`src/rtl/ro_freq_counter.sv`:
```
// Ring-oscillator frequency counter: counts synchronised ro_in rises over contiguous
// GATE_CYCLES windows. Define RO_AVG_EN to present the average of every 4 windows.
`timescale 1ns/1ps
module ro_freq_counter #(
  parameter int unsigned GATE_CYCLES = 100000,
  parameter int unsigned CNT_W       = 16
) (
  input  logic             clk,
  input  logic             rst_n,
  input  logic             ro_in,
  input  logic             en,
  input  logic             ovr_clr,
  output logic [CNT_W-1:0] cnt_data,
  output logic             cnt_valid,
  input  logic             cnt_ready,
  output logic             overrun
);

  localparam int unsigned       GateW  = (GATE_CYCLES > 1) ? $clog2(GATE_CYCLES) : 1;
  localparam logic [GateW-1:0]  GLast  = GateW'(GATE_CYCLES - 1);
  localparam logic [CNT_W-1:0]  CntMax = {CNT_W{1'b1}};

  typedef enum logic [0:0] {StIdle, StGate} state_e;

  state_e             r_state;
  logic               r_sync1;
  logic               r_sync2;
  logic               r_dly;
  logic [GateW-1:0]   r_gate_cnt;
  logic [CNT_W-1:0]   r_edge_cnt;

  logic               w_rise;
  logic               w_terminal;
  logic               w_present;
  logic               w_accept;
  logic [CNT_W-1:0]   w_result;
  logic [CNT_W-1:0]   w_sample;

  always_ff @(posedge clk or negedge rst_n) begin
    if (!rst_n) begin
      r_sync1 <= 1'b0;
      r_sync2 <= 1'b0;
      r_dly   <= 1'b0;
    end else begin
      r_sync1 <= ro_in;
      r_sync2 <= r_sync1;
      r_dly   <= r_sync2;
    end
  end

  assign w_rise     = r_sync2 & ~r_dly;
  assign w_terminal = (r_state == StGate) && en && (r_gate_cnt == GLast);
  // The rise seen on the terminal cycle still belongs to this window.
  assign w_result   = (w_rise && (r_edge_cnt != CntMax)) ? r_edge_cnt + CNT_W'(1) : r_edge_cnt;

`ifdef RO_AVG_EN
  logic [CNT_W+1:0] r_acc;
  logic [1:0]       r_win_idx;
  logic [CNT_W+1:0] w_sum;

  assign w_sum     = r_acc + {2'b00, w_result};
  assign w_present = w_terminal && (r_win_idx == 2'd3);
  assign w_sample  = CNT_W'(w_sum >> 2);

  always_ff @(posedge clk or negedge rst_n) begin
    if (!rst_n) begin
      r_acc     <= '0;
      r_win_idx <= '0;
    end else if ((r_state != StGate) || !en) begin
      r_acc     <= '0;
      r_win_idx <= '0;
    end else if (w_terminal) begin
      r_acc     <= w_present ? '0 : w_sum;
      r_win_idx <= r_win_idx + 2'd1;
    end
  end
`else
  assign w_present = w_terminal;
  assign w_sample  = w_result;
`endif

  assign w_accept = ~cnt_valid | cnt_ready;

  always_ff @(posedge clk or negedge rst_n) begin
    if (!rst_n) begin
      r_state    <= StIdle;
      r_gate_cnt <= '0;
      r_edge_cnt <= '0;
      cnt_data   <= '0;
      cnt_valid  <= 1'b0;
      overrun    <= 1'b0;
    end else begin
      case (r_state)
        StIdle: begin
          r_gate_cnt <= '0;
          r_edge_cnt <= '0;
          if (en) r_state <= StGate;
        end
        StGate: begin
          if (!en) begin
            r_state    <= StIdle;
            r_gate_cnt <= '0;
            r_edge_cnt <= '0;
          end else if (w_terminal) begin
            r_gate_cnt <= '0;
            r_edge_cnt <= '0;
          end else begin
            r_gate_cnt <= r_gate_cnt + GateW'(1);
            r_edge_cnt <= w_result;
          end
        end
      endcase

      if (w_present && w_accept) begin
        cnt_data  <= w_sample;
        cnt_valid <= 1'b1;
      end else if (cnt_valid && cnt_ready) begin
        cnt_valid <= 1'b0;
      end

      // A drop in the same cycle as ovr_clr keeps the flag set.
      if (w_present && !w_accept) overrun <= 1'b1;
      else if (ovr_clr)           overrun <= 1'b0;
    end
  end

endmodule
```
`config.mk`:
```
export PLATFORM = sky130hd
export DESIGN_NAME = ro_freq_counter
export DESIGN_NICKNAME = d
export VERILOG_FILES = /design/src/rtl/ro_freq_counter.sv
export SDC_FILE = /design/constraint.sdc
export NUM_CORES = 1
export LEC_CHECK = 0
export ABC_AREA = 0
export CAP_MARGIN = 20
export CORE_ASPECT_RATIO = 0.5
export CORE_MARGIN = 4
export CORE_UTILIZATION = 57
export CTS_CLUSTER_DIAMETER = 40
export DETAILED_ROUTE_END_ITERATION = 10
export PLACE_DENSITY_LB_ADDON = 0.1
export SLEW_MARGIN = 10
export SYNTH_ARGS = -nofsm -noshare
export SYNTH_HDL_FRONTEND = slang
export SYNTH_SLANG_ARGS = --single-unit
```
`constraint.sdc`:
```
create_clock -name clk -period 2.4 [get_ports clk]
set_input_delay 0.24 -clock clk [delete_from_list [all_inputs] [get_ports clk]]
set_output_delay 0.24 -clock clk [all_outputs]
set_load 0.02 [all_outputs]
```
---- Word level (Yosys, flattened, before mapping) ----
Index checks and enable logic that the tools add are counted.
cells by class
  $add $sub $neg .......................... 2
  equality and inequality tests ........... 2
  multiplexer cells ....................... 12
  bitwise gates (word level) .............. 5
  reductions and logical operators ........ 9
operators by type and width
  cell                   count
  $mux 16                3
  $mux 17                2
  $pmux 17 s2            1
  $pmux 16 s2            1
  $add 17x1->17 const B  1
  $eq 17x17->1 const B   1
  $add 16x1->16 const B  1
  $ne 16x16->1 const B   1
  $logic_and 1x1->1      6
  $mux 1                 5
  $reduce_bool 2->1      2
  $not 1->1              3
  $and 1x1->1            1
  $logic_not 1->1        1
  $or 1x1->1             1
word-level totals
  flip-flop bits (word level) ............. 55
  input port bits ......................... 6

---- Depth between registers and ports, before layout ----
Gate-level depths: netlist (run 1).
  word-level depth ........................ 7
  mapped depth ............................ 7

---- Worst setup path after synthesis (run 1) ----
No wires, ideal clock.
  path kind ............................... reg2reg
  start ................................... register r_gate_cnt[0]
  end ..................................... register cnt_data[11]
  library setup time ...................... 144 ps
  data arrival time ....................... 1630 ps
  setup slack ............................. 625 ps
  stages on the path, launching flop included .. 8
  buffers on the path ..................... 2
  period minus slack after synthesis ...... 1775 ps
  cell sequence ........................... dfrtp_1 > ha_1 > and4_1 > buf_4 > nand3_1 > nor3b_4 > buf_6 > a31oi_1
on the way
  longest elaborated chain between the ends .. 3
ends and longest elaborated chain
  what                    RTL line  RTL
  start, declared         29        logic [GateW-1:0] r_gate_cnt;
  start signal, assigned  108       r_gate_cnt <= r_gate_cnt + GateW'(1);
  $eq 17x17->1            52        assign w_terminal = (r_state == StGate) && en && (r_gate_cnt == GLast);
  $logic_and 1x1->1       52
  $logic_and 1x1->1       114       if (w_present && w_accept) begin
  end signal, assigned    115       cnt_data <= w_sample;
  end, declared           13        output logic [CNT_W-1:0] cnt_data,
No other way between the ends.
A chain may end at the register's enable or synchronous reset.

---- Worst setup path in the final report (run 1) ----
  start ................................... register r_gate_cnt[6]
  end ..................................... register cnt_data[7]
Same word-level chain as after synthesis.

==> results of run 1 <==
layer usage:
layer	vias to the layer above	track usage	part of all wire
li1	1030	-	-
met1	1071	0.278	0.46
met2	59	0.358	0.47
met3	14	0.0413	0.045
met4	0	0.0729	0.017
met5	-	0	0
registers in the layout, indices dropped and copies added, names as in the netlist:
| signal | flops |
|---|---|
| r_state | 1 |
| r_sync2 | 1 |
| r_sync1 | 1 |
| r_dly | 1 |
| cnt_valid | 1 |
| overrun | 1 |
| cnt_data | 16 |
| r_edge_cnt | 16 |
| r_gate_cnt | 17 |
power by group:
part | switching, mW | internal, mW
combinational | 0.0333 | 0.0149
sequential | 0.00456 | 0.931
clock | 0.296 | 0.264
cell families after synthesis:
family | Yosys count
buffers and inverters | 19
XOR/XNOR | 13
AO/OA/AOI/OAI | 59
flip-flops | 55
AND/OR/NAND/NOR | 105
multiplexers | 8
adder cells (fa/ha/maj) | 2
metrics by stage:
stage | cell area [µm²] | total power, mW | std cells
floorplan | 2670 | 0.969 | 261
global placement | 2950 | 1.00 | 337
detailed placement | 2950 | 1.00 | 337
CTS | 3060 | 1.55 | 346
global route | 3060 | 1.60 | 346
finish | 3060 | 1.54 | 346
Yosys cell counts, types with 2 or more instances:
master    count
nand3_1      15
mux2i_1       8
and3_1        4
nand2b_1      2
nor2_1       20
nor4b_1       2
or4_1         3
nand2_1      15
o211ai_1      2
o31ai_1       3
o21ai_1       5
buf_2         6
buf_6         2
nand4_1       8
a211oi_1      2
clkbuf_1      2
a31oi_1      10
nor4_1        6
or3_1         9
nor3_1        3
o41ai_1       4
and4_1        6
xor2_1        7
o21ai_0       4
inv_1         8
xnor2_1       6
dfrtp_1      55
a21oi_1      26
ha_1          2
nor3b_1       2
timing repair:
item / 4_1_cts / 5_1_grt
hold buffers: 1 / 0
hold endpoints to repair: 23 / 0
setup buffers: 0 / 0
final timing paths:
check / end / slack, ns
worst min-delay path: r_sync2$_DFF_PN0_ / 0.36
worst min register to register: r_sync2$_DFF_PN0_ / 0.36
worst max-delay path: cnt_data[7]$_DFFE_PN0P_ / 0.45
min in group asynchronous: r_edge_cnt[7]$_DFF_PN0_ / 0.43
max in group asynchronous: r_state$_DFF_PN0_ / 1.18
worst max register to register: cnt_data[7]$_DFFE_PN0P_ / 0.45
worst register-to-register path: cells and delay by family, from the launching register on:
| family | cells | cell delay (ns) |
|---|---|---|
| AO/OA/AOI/OAI | 2 | 0.36 |
| flip-flops | 1 | 0.47 |
| AND/OR/NAND/NOR | 2 | 1.04 |
layout make-up:
type,count,area [µm²],area share
multi-input cells,187,1190,0.390
flip-flops and latches,55,1380,0.450
inverters,8,30.0,0.00981
repair buffers,31,288,0.0940
well taps,57,71.3,0.0233
clock buffers,8,100,0.0327
==> results.py, run 1 <==
metrics = {
    "floorplanning": {
        "die_y_um": 56.4,
        "fp.dieW_um": 105,
        "start_util": 0.597,
        "die_area_um2": 5910,
        "rows": 17,
        "fp.coreArea_um2": 4470,
        "io_pins": 24,
    },
    "run_status": {
        "status": "finished, final reports clean",
    },
    "timing": {
        "period_share": 0.811,
        "period_needed_ns": 1.95,
        "worst_pin_slew_ns": 0.527,
        "final.setup_skew_ns": 0.00696,
        "rsz0062_at_grt": "false",
        "hold_ws_ns": 0.365,
        "slew_viol_final": 0,
        "max-slew-margin-rel": 0.648,
        "fmax_ghz": 0.514,
        "hold_violations": 0,
        "fin_ws_ns": 0.453,
        "tns_ns": 0,
        "setup_viol": 0,
    },
    "synth": {
        "synth_xor_area_frac": 0.0427,
        "yosysWarnings": 0,
        "netlist_top_cells_area": "dfrtp_1 52%, a21oi_1 4.9%, mux2i_1 3.0%",
        "synth_compound_area_frac": 0.132,
        "yosys.area_share.adder": 0.00938,
        "synth_top_family_by_area": "simple AND/OR/NAND/NOR gates",
        "ys_seq_area_frac": 0.516,
        "synth_top_cell_by_area": "dfrtp_1",
        "syn_nets": 269,
        "synthSimpleGateAreaFrac": 0.233,
        "synth_edf_count": 0,
        "ys_types": 44,
        "synthArstFlopShare": 1.00,
        "postSynthAreaPerCell_um2": 10.2,
        "synth.area.mux_share": 0.0300,
        "syn_inst": 261,
        "synthFlopType": "dfrtp_1",
        "synth_top_area_frac": 0.516,
        "ys_ff_latch": 55,
        "netlist_area_um2": 2670,
    },
    "setup_path": {
        "cp_max_fo": 11,
        "endpoint_kind": "register",
        "arrival_ns": 2.18,
        "r2r_cells": 4,
        "worst-path-stages": 4,
        "cp-startpoint": "r_gate_cnt[6]$_DFF_PN0_",
        "path_delay_family": "simple AND/OR/NAND/NOR gates",
        "critPathMaxStageDelay_ns": 0.59,
        "worstReg2RegStart": "r_gate_cnt[6]$_DFF_PN0_",
        "cp.required_ns": 2.63,
        "worstSetupPathType": "register to register",
        "worstPathCellList": "nor4_2 -> and4_1 -> a21oi_1 -> a31oi_1",
        "worst-path-buf-inv": 0,
        "cp_slowest_cell": "and4_1",
        "start_kind": "register",
    },
    "global_routing": {
        "grt.total_usage": 0.213,
        "first_global_vias": 2145,
        "grt_max_degree": 33,
        "grt_first_pass_wirelength_um": 10100,
        "antenna_found_initial": 0,
        "grt_overflow": 0,
    },
    "drt": {
        "vias": 2174,
        "totalWireLength_um": 5740,
        "drt_iter0_markers": 81,
        "route.detailed.drc": 0,
        "dr.pass1.iters": 4,
        "ant_nets": 0,
        "wl_per_cell_um": 16.6,
        "vias_per_cell": 6.28,
    },
    "clocking": {
        "clk_pin_slew_ns": 0.09,
        "htree_levels": 2,
        "cts_max_path_buffers": 2,
        "numClockSinks": 55,
        "cts_tree": "built",
        "cts-buffers-inserted": 5,
        "cts_resized": 0,
        "cts_root_buf": "clkbuf_8",
        "clk_latency_ns": 0.32,
    },
    "power": {
        "cellPowerDensity_nw_per_um2": 504,
        "vdd_drop_max_v": 0.000374,
        "p_leak_nw": 1.19,
    },
    "place": {
        "pre_cts_ws_ns": 0.417,
        "place.detailed.hpwl_um": 4040,
        "port-buffer-count": 23,
        "place.gp.congestion": 0.887,
    },
    "hold_path": {
        "hold_class": "register to register",
        "hp-start": "r_sync1$_DFF_PN0_",
        "hold_depth": 0,
    },
    "finish": {
        "final_common_cell": "dfrtp_1",
        "most-common-layout-cells": "55 x dfrtp_1, 26 x a21oi_1, 22 x clkdlybuf4s50_1",
        "antennaDiodeCount": 0,
        "drive_gt1_frac": 0.0727,
        "fin_util": 0.685,
        "n_fill_cell": 361,
        "area_growth_pct": 14.7,
        "layout.nets": 296,
    },
    "flow_run": {
        "maxCapViolations": 0,
    },
}
Note: power is estimated with default switching activity, not from simulation.
==> run 2: changes to the inputs <==
- CORE_UTILIZATION: 57 -> 51
- clock period: 2.4 -> 1.6 ns (I/O delays scaled with it)
==> run 2 against run 1 <==
Against the previous run: register-to-register slack got worse by 0.59 ns; global-route usage rose by 1.8 points; flip-flop and latch count did not move; worst setup slack got worse by 0.59 ns; first-iteration DRC count rose by 86%; via count rose by 18%; the run now ends with setup timing left.
==> results.py, run 2 (same netlist as run 1, synthesis figures left out) <==
metrics = {
    "run_status": {
        "status": "finished with violations",
        "violations": "setup timing",
    },
    "finish": {
        "most-common-layout-cells": "60 x buf_4, 53 x dfrtp_1, 22 x a21oi_2, 22 x clkdlybuf4s50_1, 14 x nand2_1",
        "reg.largest.list": "r_gate_cnt x17, cnt_data x16, r_edge_cnt x16",
        "antennaDiodeCount": 0,
        "top_register": "r_gate_cnt",
        "largest_reg_flops": 17,
        "final_common_cell": "buf_4",
        "area_growth_pct": 54.5,
        "n_fill_cell": 303,
        "fin_util": 0.825,
        "final_area_um2": 4120,
        "layout.nets": 367,
        "drive_gt1_frac": 0.456,
    },
    "clocking": {
        "htree_levels": 2,
        "clk_pin_slew_ns": 0.11,
        "numClockSinks": 55,
        "cts_root_buf": "clkbuf_8",
        "cts_max_path_buffers": 2,
        "clk_latency_ns": 0.33,
        "cts-buffers-inserted": 5,
        "cts_tree": "built",
    },
    "setup_path": {
        "ff2ff_setup_slack_ns": -0.13,
        "cp-startpoint": "r_gate_cnt[5]$_DFF_PN0_",
        "crit_end": "cnt_data[10]$_DFFE_PN0P_",
        "worstReg2RegStart": "r_gate_cnt[5]$_DFF_PN0_",
        "cp.required_ns": 1.84,
        "cp_slowest_cell": "dfrtp_2",
        "worst-path-stages": 5,
        "worstPathCellList": "nor4b_4 -> nand3_4 -> nor3b_4 -> buf_12 -> mux2i_1",
        "worstReg2RegEnd": "cnt_data[10]$_DFFE_PN0P_",
        "r2r_cells": 5,
        "worst-path-buf-inv": 1,
        "arrival_ns": 1.97,
        "start_kind": "register",
        "endpoint_kind": "register",
        "worstSetupPathType": "register to register",
        "path_delay_family": "simple AND/OR/NAND/NOR gates",
        "critPathMaxStageDelay_ns": 0.46,
        "cp_max_fo": 15,
    },
    "drt": {
        "dr.pass1.iters": 5,
        "drt_iter0_markers": 151,
        "route.detailed.drc": 0,
        "wl_per_cell_um": 18.6,
        "totalWireLength_um": 8010,
        "ant_nets": 0,
        "vias_per_cell": 5.98,
        "vias": 2571,
    },
    "place": {
        "place.gp.congestion": 0.824,
        "place.detailed.hpwl_um": 4570,
        "port-buffer-count": 23,
        "placed_cell_area_um2": 3410,
    },
    "global_routing": {
        "grt_max_degree": 34,
        "grt_overflow": 0,
        "grt.total_usage": 0.230,
        "antenna_found_initial": 0,
        "grt_first_pass_wirelength_um": 11400,
        "first_global_vias": 2448,
    },
    "timing": {
        "worst_pin_slew_ns": 0.540,
        "tns_ns": -1.64,
        "rsz0062_at_grt": "true",
        "period_needed_ns": 1.73,
        "slew_viol_final": 0,
        "final.setup_skew_ns": 0.0163,
        "setup_viol": 45,
        "hold_ws_ns": 0.282,
        "period_share": 1.08,
        "hold_violations": 0,
        "fin_ws_ns": -0.133,
        "max-slew-margin-rel": 0.640,
        "fmax_ghz": 0.577,
    },
    "floorplanning": {
        "rows": 18,
        "fp.dieW_um": 110,
        "fp.coreArea_um2": 5000,
        "io_pins": 24,
        "die_y_um": 59.2,
        "start_util": 0.534,
        "die_area_um2": 6520,
    },
    "power": {
        "cellPowerDensity_nw_per_um2": 612,
        "p_leak_nw": 1.66,
        "vdd_drop_max_v": 0.000548,
    },
    "hold_path": {
        "hold_class": "input pin to register",
    },
    "flow_run": {
        "maxCapViolations": 0,
    },
}
run 2: cell types whose count changed in the layout (fill, tap and decap cells not counted), sizes merged:
cell	change
buf	+69
clkbuf	-2
and3	+1
bufinv	+1
clkinvlp	+1
inv	+1
run 2: through the flow:
stage          power [mW]  std cells  setup slack (ns)
3_5_place_dp         1.52        402            -0.162
3_3_place_gp         1.52        402           -0.0885
6_report             2.53        430            -0.133
5_1_grt              2.60        430            -0.222
4_1_cts              2.49        416           -0.0607
2_1_floorplan        1.45        261            -0.115
run 2: how the worst min path moves through the flow:
stage          startpoint                 endpoint  slack, ns  cells past startpoint
6_report            ro_in        r_sync1$_DFF_PN0_       0.28                      1
5_1_grt             ro_in        r_sync1$_DFF_PN0_       0.29                      1
4_1_cts             ro_in        r_sync1$_DFF_PN0_       0.28                      1
3_5_place_dp        rst_n  cnt_data[4]$_DFFE_PN0P_       0.17                      1
3_3_place_gp        rst_n  cnt_data[4]$_DFFE_PN0P_       0.16                      1
2_1_floorplan       rst_n  cnt_data[0]$_DFFE_PN0P_      -0.14                      0
run 2: metal layers:
metal / wire length [µm] / track usage / vias to the layer above
li1: - / - / 1174
met1: 3170 / 0.289 / 1275
met2: 4070 / 0.406 / 98
met3: 563 / 0.0424 / 24
met4: 213 / 0.0789 / 0
met5: 0 / 0 / -
run 2: area by class of cell:
| class | count | area [µm²] | share of cell area |
|---|---|---|---|
| repair buffers | 101 | 935 | 0.227 |
| clock buffers | 5 | 68.8 | 0.0167 |
| flip-flops and latches | 55 | 1380 | 0.334 |
| multi-input cells | 188 | 1580 | 0.383 |
| clock inverters | 3 | 46.3 | 0.0112 |
| well taps | 70 | 87.6 | 0.0212 |
| inverters | 8 | 30.0 | 0.00728 |
run 2: timing repair:
action,in CTS,in global routing
cloned,2,5
hold buffers,1,0
setup buffers,3,9
hold endpoints to repair,22,0
setup endpoints to repair,48,48
resized for setup,27,78
pin swaps,7,19
run 2: power by group:
group          total, mW  internal (mW)  switching, mW
Combinational      0.140         0.0636         0.0767
Clock              0.981          0.472          0.509
Sequential          1.40           1.40        0.00688
Total               2.53           1.93          0.592
==> run 3: changes to the inputs <==
- ABC_CLOCK_PERIOD_IN_PS: unset -> 1600
==> results of run 3 <==
Same layout as run 2: the final DEF is identical, and so are final timing and power.
